$ cat src/rtl/ysyx_22040895_fetch_ctrl_pkg.sv
// ysyx_22040895_fetch_ctrl_pkg: shared fetch FSM encodings, reset PC default and next-PC select codes.
package ysyx_22040895_fetch_ctrl_pkg;
   typedef enum logic [1:0] {ST_BOOT, ST_REQ, ST_WAIT, ST_VALID} state_e;
   typedef enum logic [1:0] {SEL_SEQ, SEL_BRANCH, SEL_TRAP} sel_e;
   localparam logic [63:0] DEFAULT_RESET_PC = 64'h8000_0000;
   localparam int INST_BYTES = 4;
endpackage

$ cat src/rtl/ysyx_22040895_npc_sel.sv
// ysyx_22040895_npc_sel: next-PC priority mux (trap > branch/jump redirect > sequential).
module ysyx_22040895_npc_sel
   import ysyx_22040895_fetch_ctrl_pkg::*;
#(
   parameter int ADDR_W = 64
) (
   input  logic              trap,
   input  logic [ADDR_W-1:0] trap_vec,
   input  logic              redirect,
   input  logic [ADDR_W-1:0] dnpc,
   input  logic [ADDR_W-1:0] pc,
   output logic [ADDR_W-1:0] next_pc,
   output logic              redirect_any
);
   sel_e sel;
   always_comb begin
      sel = trap ? SEL_TRAP : redirect ? SEL_BRANCH : SEL_SEQ;
      next_pc = sel == SEL_TRAP ? trap_vec : sel == SEL_BRANCH ? dnpc : pc + ADDR_W'(INST_BYTES);
      redirect_any = sel != SEL_SEQ;
   end
endmodule

$ cat src/rtl/ysyx_22040895_fetch_ctrl.sv
// ysyx_22040895_fetch_ctrl: stall-aware, redirect-safe instruction fetch sequencer.
// Define YSYX_22040895_MISALIGN_CHK_EN to hold misaligned redirect targets until a trap.
module ysyx_22040895_fetch_ctrl
   import ysyx_22040895_fetch_ctrl_pkg::*;
#(
   parameter int ADDR_W = 64,
   parameter int INST_W = 32,
   parameter logic [ADDR_W-1:0] RESET_PC = ADDR_W'(DEFAULT_RESET_PC)
) (
   input  logic              clk,
   input  logic              rst,
   output logic              imem_req_o,
   output logic [ADDR_W-1:0] imem_addr_o,
   input  logic              imem_gnt_i,
   input  logic              imem_rvalid_i,
   input  logic [INST_W-1:0] imem_rdata_i,
   output logic              inst_valid_o,
   output logic [INST_W-1:0] inst_o,
   output logic [ADDR_W-1:0] pc_o,
   input  logic              inst_ready_i,
   input  logic              redirect_i,
   input  logic [ADDR_W-1:0] dnpc_i,
   input  logic              trap_i,
   input  logic [ADDR_W-1:0] trap_vec_i,
   output logic              ce_o,
   output logic              misalign_o
);
   state_e state, state_n;
   logic [ADDR_W-1:0] pc, pc_n, next_pc;
   logic [INST_W-1:0] inst, inst_n;
   logic kill, kill_n, ce, redir, misal;

   ysyx_22040895_npc_sel #(.ADDR_W(ADDR_W)) u_npc_sel (
      .trap(trap_i),
      .trap_vec(trap_vec_i),
      .redirect(redirect_i),
      .dnpc(dnpc_i),
      .pc(pc),
      .next_pc(next_pc),
      .redirect_any(redir)
   );

   assign imem_req_o = state == ST_REQ && !misal;
   assign imem_addr_o = pc;
   assign pc_o = pc;
   assign inst_o = inst;
   assign inst_valid_o = state == ST_VALID;
   assign ce_o = ce;
   assign misalign_o = misal;

   always_comb begin
      state_n = state;
      pc_n = pc;
      inst_n = inst;
      kill_n = kill;
      case (state)
         ST_BOOT: state_n = ST_REQ;
         ST_REQ: begin
            if (redir) pc_n = next_pc;
            // a grant alongside a redirect means the stale address is already in flight
            if (imem_req_o && imem_gnt_i) begin
               state_n = ST_WAIT;
               kill_n = redir;
            end
         end
         ST_WAIT: begin
            if (redir) pc_n = next_pc;
            if (imem_rvalid_i) begin
               kill_n = 1'b0;
               state_n = (kill || redir) ? ST_REQ : ST_VALID;
               inst_n = (kill || redir) ? inst : imem_rdata_i;
            end else if (redir) kill_n = 1'b1;
         end
         ST_VALID: begin
            if (redir || inst_ready_i) begin
               pc_n = next_pc;
               state_n = ST_REQ;
            end
         end
         default: state_n = ST_BOOT;
      endcase
   end

   always_ff @(posedge clk or negedge rst)
      if (!rst) begin
         state <= ST_BOOT;
         pc <= RESET_PC;
         inst <= '0;
         kill <= 1'b0;
         ce <= 1'b0;
      end else begin
         state <= state_n;
         pc <= pc_n;
         inst <= inst_n;
         kill <= kill_n;
         ce <= ce | (state == ST_BOOT);
      end

`ifdef YSYX_22040895_MISALIGN_CHK_EN
   // only a trap can release a parked misaligned redirect
   always_ff @(posedge clk or negedge rst)
      if (!rst) misal <= 1'b0;
      else if (state != ST_BOOT) misal <= trap_i ? 1'b0 : misal | (redirect_i && dnpc_i[1:0] != 2'd0);
`else
   assign misal = 1'b0;
`endif
endmodule

$ cat config.mk
export PLATFORM = sky130hd
export DESIGN_NAME = ysyx_22040895_fetch_ctrl
export DESIGN_NICKNAME = d
export VERILOG_FILES = /design/src/rtl/ysyx_22040895_fetch_ctrl_pkg.sv /design/src/rtl/ysyx_22040895_npc_sel.sv /design/src/rtl/ysyx_22040895_fetch_ctrl.sv
export SDC_FILE = /design/constraint.sdc
export NUM_CORES = 1
export LEC_CHECK = 0
export BUFFER_PORTS_ARGS = -buffer_cell sky130_fd_sc_hd__clkbuf_2
export CAP_MARGIN = 5
export CORE_ASPECT_RATIO = 1.5
export CORE_MARGIN = 2
export CORE_UTILIZATION = 44
export DETAILED_ROUTE_END_ITERATION = 8
export PLACE_DENSITY = 0.91
export SYNTH_ARGS = -nofsm -noshare
export SYNTH_HDL_FRONTEND = slang
export SYNTH_SLANG_ARGS = --single-unit
$ cat constraint.sdc
create_clock -name clk -period 2.3 [get_ports clk]
set_input_delay 0.345 -clock clk [delete_from_list [all_inputs] [get_ports clk]]
set_output_delay 0.345 -clock clk [all_outputs]
set_load 0.02 [all_outputs]
==> impl_metrics.tcl <==
set metrics [dict create \
    clock_sinks 100 \
    gr-total-overflow 0 \
    synth_seq_area_share 0.347 \
    synth_nets 1037 \
    drive_above_1_share 0.423 \
    syn_avg_cell_area_sq_um 8.35 \
    n_fill_cell 1482 \
    clk_latency_ns 0.36 \
    drt_wl_total_microns 28500 \
    period_share 0.972 \
    drc 0 \
    min_period_ns 2.24 \
    outcome "complete, no violations" \
    grt_max_degree 90 \
    routabilityCongestion 0.990 \
    cpPeakStageDelay_ns 0.42 \
    final-hold-violation-count 0 \
    path_cells "inv_1, ha_1, buf_4, o22ai_4, or3_1, or4_1, o211ai_1" \
    num_rows 57 \
    syn_inst 864 \
    grt_usage 0.319 \
    final_cells 1382 \
    vdd_drop_max_v 0.000725 \
    min_path_type "in -> reg" \
    cts_buffers 9 \
    hpwl_microns 21800 \
    synthFlopType "dfrtp_1" \
    grt_pass1_wl_microns 43300 \
    fp.dieArea_sq_mm 0.0175 \
    tns_ns 0 \
    ctsRootBufferMaster "clkbuf_16" \
    drt_iter0_drc 697 \
    power_density_mw_per_mm2 1340 \
    worstPathMaxFanout 6 \
    grt_pass1_vias 8039 \
    ys_ff_latch 100 \
    ios 331 \
    cts_tree "yes" \
    path_clk_slew_ns 0.08 \
    antenna_found_initial 0 \
    area_delta_synth_final_pct 31.8 \
    ys_warn_count 0 \
    syn_area_sq_mm 0.00721 \
    io_buffers 329 \
    cp_slowest_cell "or4_1" \
    drt-pass1-iter-count 6 \
    synthDistinctLibCells 70 \
    holdWs_ns 0.210 \
    fmax_mhz 447 \
    die_height_microns 161 \
    synthArstFlopShare 1.00 \
    synth.area.top_cells "dfrtp_1, buf_4, nand2_1, mux2_2, a21oi_1" \
    start_kind "register" \
    yosysTopAreaCell "dfrtp_1" \
    worstPathArrival_ns 2.51 \
    vias_per_cell 6.01 \
    fin_nets 1344 \
    die_w_microns 109 \
    p_leak_nw 4.69 \
    h-tree-depth 3 \
    synth_top_area_frac 0.343 \
    setup_viol 0 \
    synth_most_common_cell "nand2_1" \
    cp.required_ns 2.57 \
    dp_cells 1362 \
    final_antenna_net_count 0 \
    criticalPathCategory "reg -> reg" \
    start_util 0.448 \
    vias 8306 \
    ys_top_cells_by_count "nand2_1, dfrtp_1, a21oi_1" \
    rsz0062_at_grt "false" \
    drv_cap 0 \
    cts_buffer_depth 2 \
    total_power_w 0.0128 \
    crit_path_end_kind "register" \
    skew_ns 0.0143 \
    core_area_sq_mm 0.0161 \
    antennaDiodeCount 0 \
    final_max_slew_viol_count 0 \
    synth_edf_count 0 \
    wire_per_inst_microns 20.6 \
]
-- critical path: cells and delay by family (launching register included) --
kind            cells  cell delay, ns
simple gates        2            0.83
buf+inv             2            0.29
fa+ha+maj           1            0.35
compound gates      2            0.27
flops               1            0.41
-- path summary, 6_finish.rpt --
kind | startpoint | end | slack (ns) | depth (start not counted)
max in group asynchronous | rst | imem_addr_o[31]$_DFFE_PN1P_ | 1.10 | 3
max | state[1]$_DFFE_PN0P_ | imem_addr_o[63]$_DFFE_PN0P_ | 0.06 | 7
min reg2reg | inst_o[12]$_DFFE_PN0P_ | inst_o[12]$_DFFE_PN0P_ | 0.51 | 1
min | imem_rvalid_i | kill$_DFFE_PN0P_ | 0.21 | 2
min in group asynchronous | rst | imem_addr_o[19]$_DFFE_PN0P_ | 0.50 | 2
max reg2reg | state[1]$_DFFE_PN0P_ | imem_addr_o[63]$_DFFE_PN0P_ | 0.06 | 7
-- kinds of logic (layout without fill, tap and decap cells) --
kind of cell | count (synthesis) | in the layout | synth area share
DFF | 100 | 100 | 0.347
adders and majority gates | 6 | 6 | 0.0104
other | 1 | 1 | 0.000520
and+or+nand+nor | 351 | 351 | 0.265
AOI/OAI and AO/OA | 231 | 231 | 0.207
muxes | 41 | 41 | 0.0631
buffers and inverters | 134 | 446 | 0.107
-- where the power goes --
part / switching, W / total, W / leakage [nW] / internal [W]
registers: 0.000931 / 0.00350 / 1.26 / 0.00257
clock network: 0.000816 / 0.00160 / 0.152 / 0.000785
logic: 0.00485 / 0.00766 / 3.28 / 0.00280
-- timing repair --
action                                  4_1_cts  5_1_grt
hold endpoints to repair                     32        0
resized for setup                             1        7
endpoints found under the setup margin        1        9
hold buffers                                  1        0
buffers inserted                              0        3
pin swaps                                     0        4
-- layout by cell type (no fill, tap or decap), types with 9 or more instances in the layout --
master and count:
nor2_1 38, nor4_1 12, nor3_1 18, or4_1 11, dfrtp_1 99, nand3_1 44
clkbuf_2 327, a31oi_1 12, buf_4 81, mux2_2 36, clkbuf_16 9, a21oi_1 68
and3_1 37, nand4_1 30, inv_1 12, o311ai_0 10, nand2_1 116, o211ai_1 11
o21ai_0 59
-- sequential cells by signal, summed over array words and instances, names as in the netlist --
name,flops
imem_addr_o,64
inst_o,32
ce_o,1
state,2
kill,1
-- metrics by stage --
stage          worst slack, ns  area (sq um)   util
3_3_place_gp             0.123          9130  0.567
5_1_grt               0.000475          9510  0.590
6_report                0.0639          9510  0.590
3_5_place_dp           0.00220          9130  0.567
4_1_cts                 0.0819          9460  0.587
2_1_floorplan           0.0181          7210      -
-- final cells by class --
| type | count | area [sq um] | share of cell area |
|---|---|---|---|
| Multi-Input combinational cell | 630 | 3980 | 0.418 |
| Inverter | 12 | 45.0 | 0.00474 |
| Sequential cell | 100 | 2500 | 0.263 |
| Clock inverter | 7 | 88.8 | 0.00934 |
| Timing Repair Buffer | 418 | 2410 | 0.254 |
| Tap cell | 206 | 258 | 0.0271 |
| Clock buffer | 9 | 225 | 0.0237 |
-- metal layers --
metal  vias up  routed length (microns)  GRT usage
li1       3774                        -          -
met1      3931                    10200      0.366
met2       486                    14600      0.553
met3       115                     2300     0.0593
met4         0                     1440      0.171
met5         -                        0          0
No activity file was read; power rests on OpenSTA's default activity.
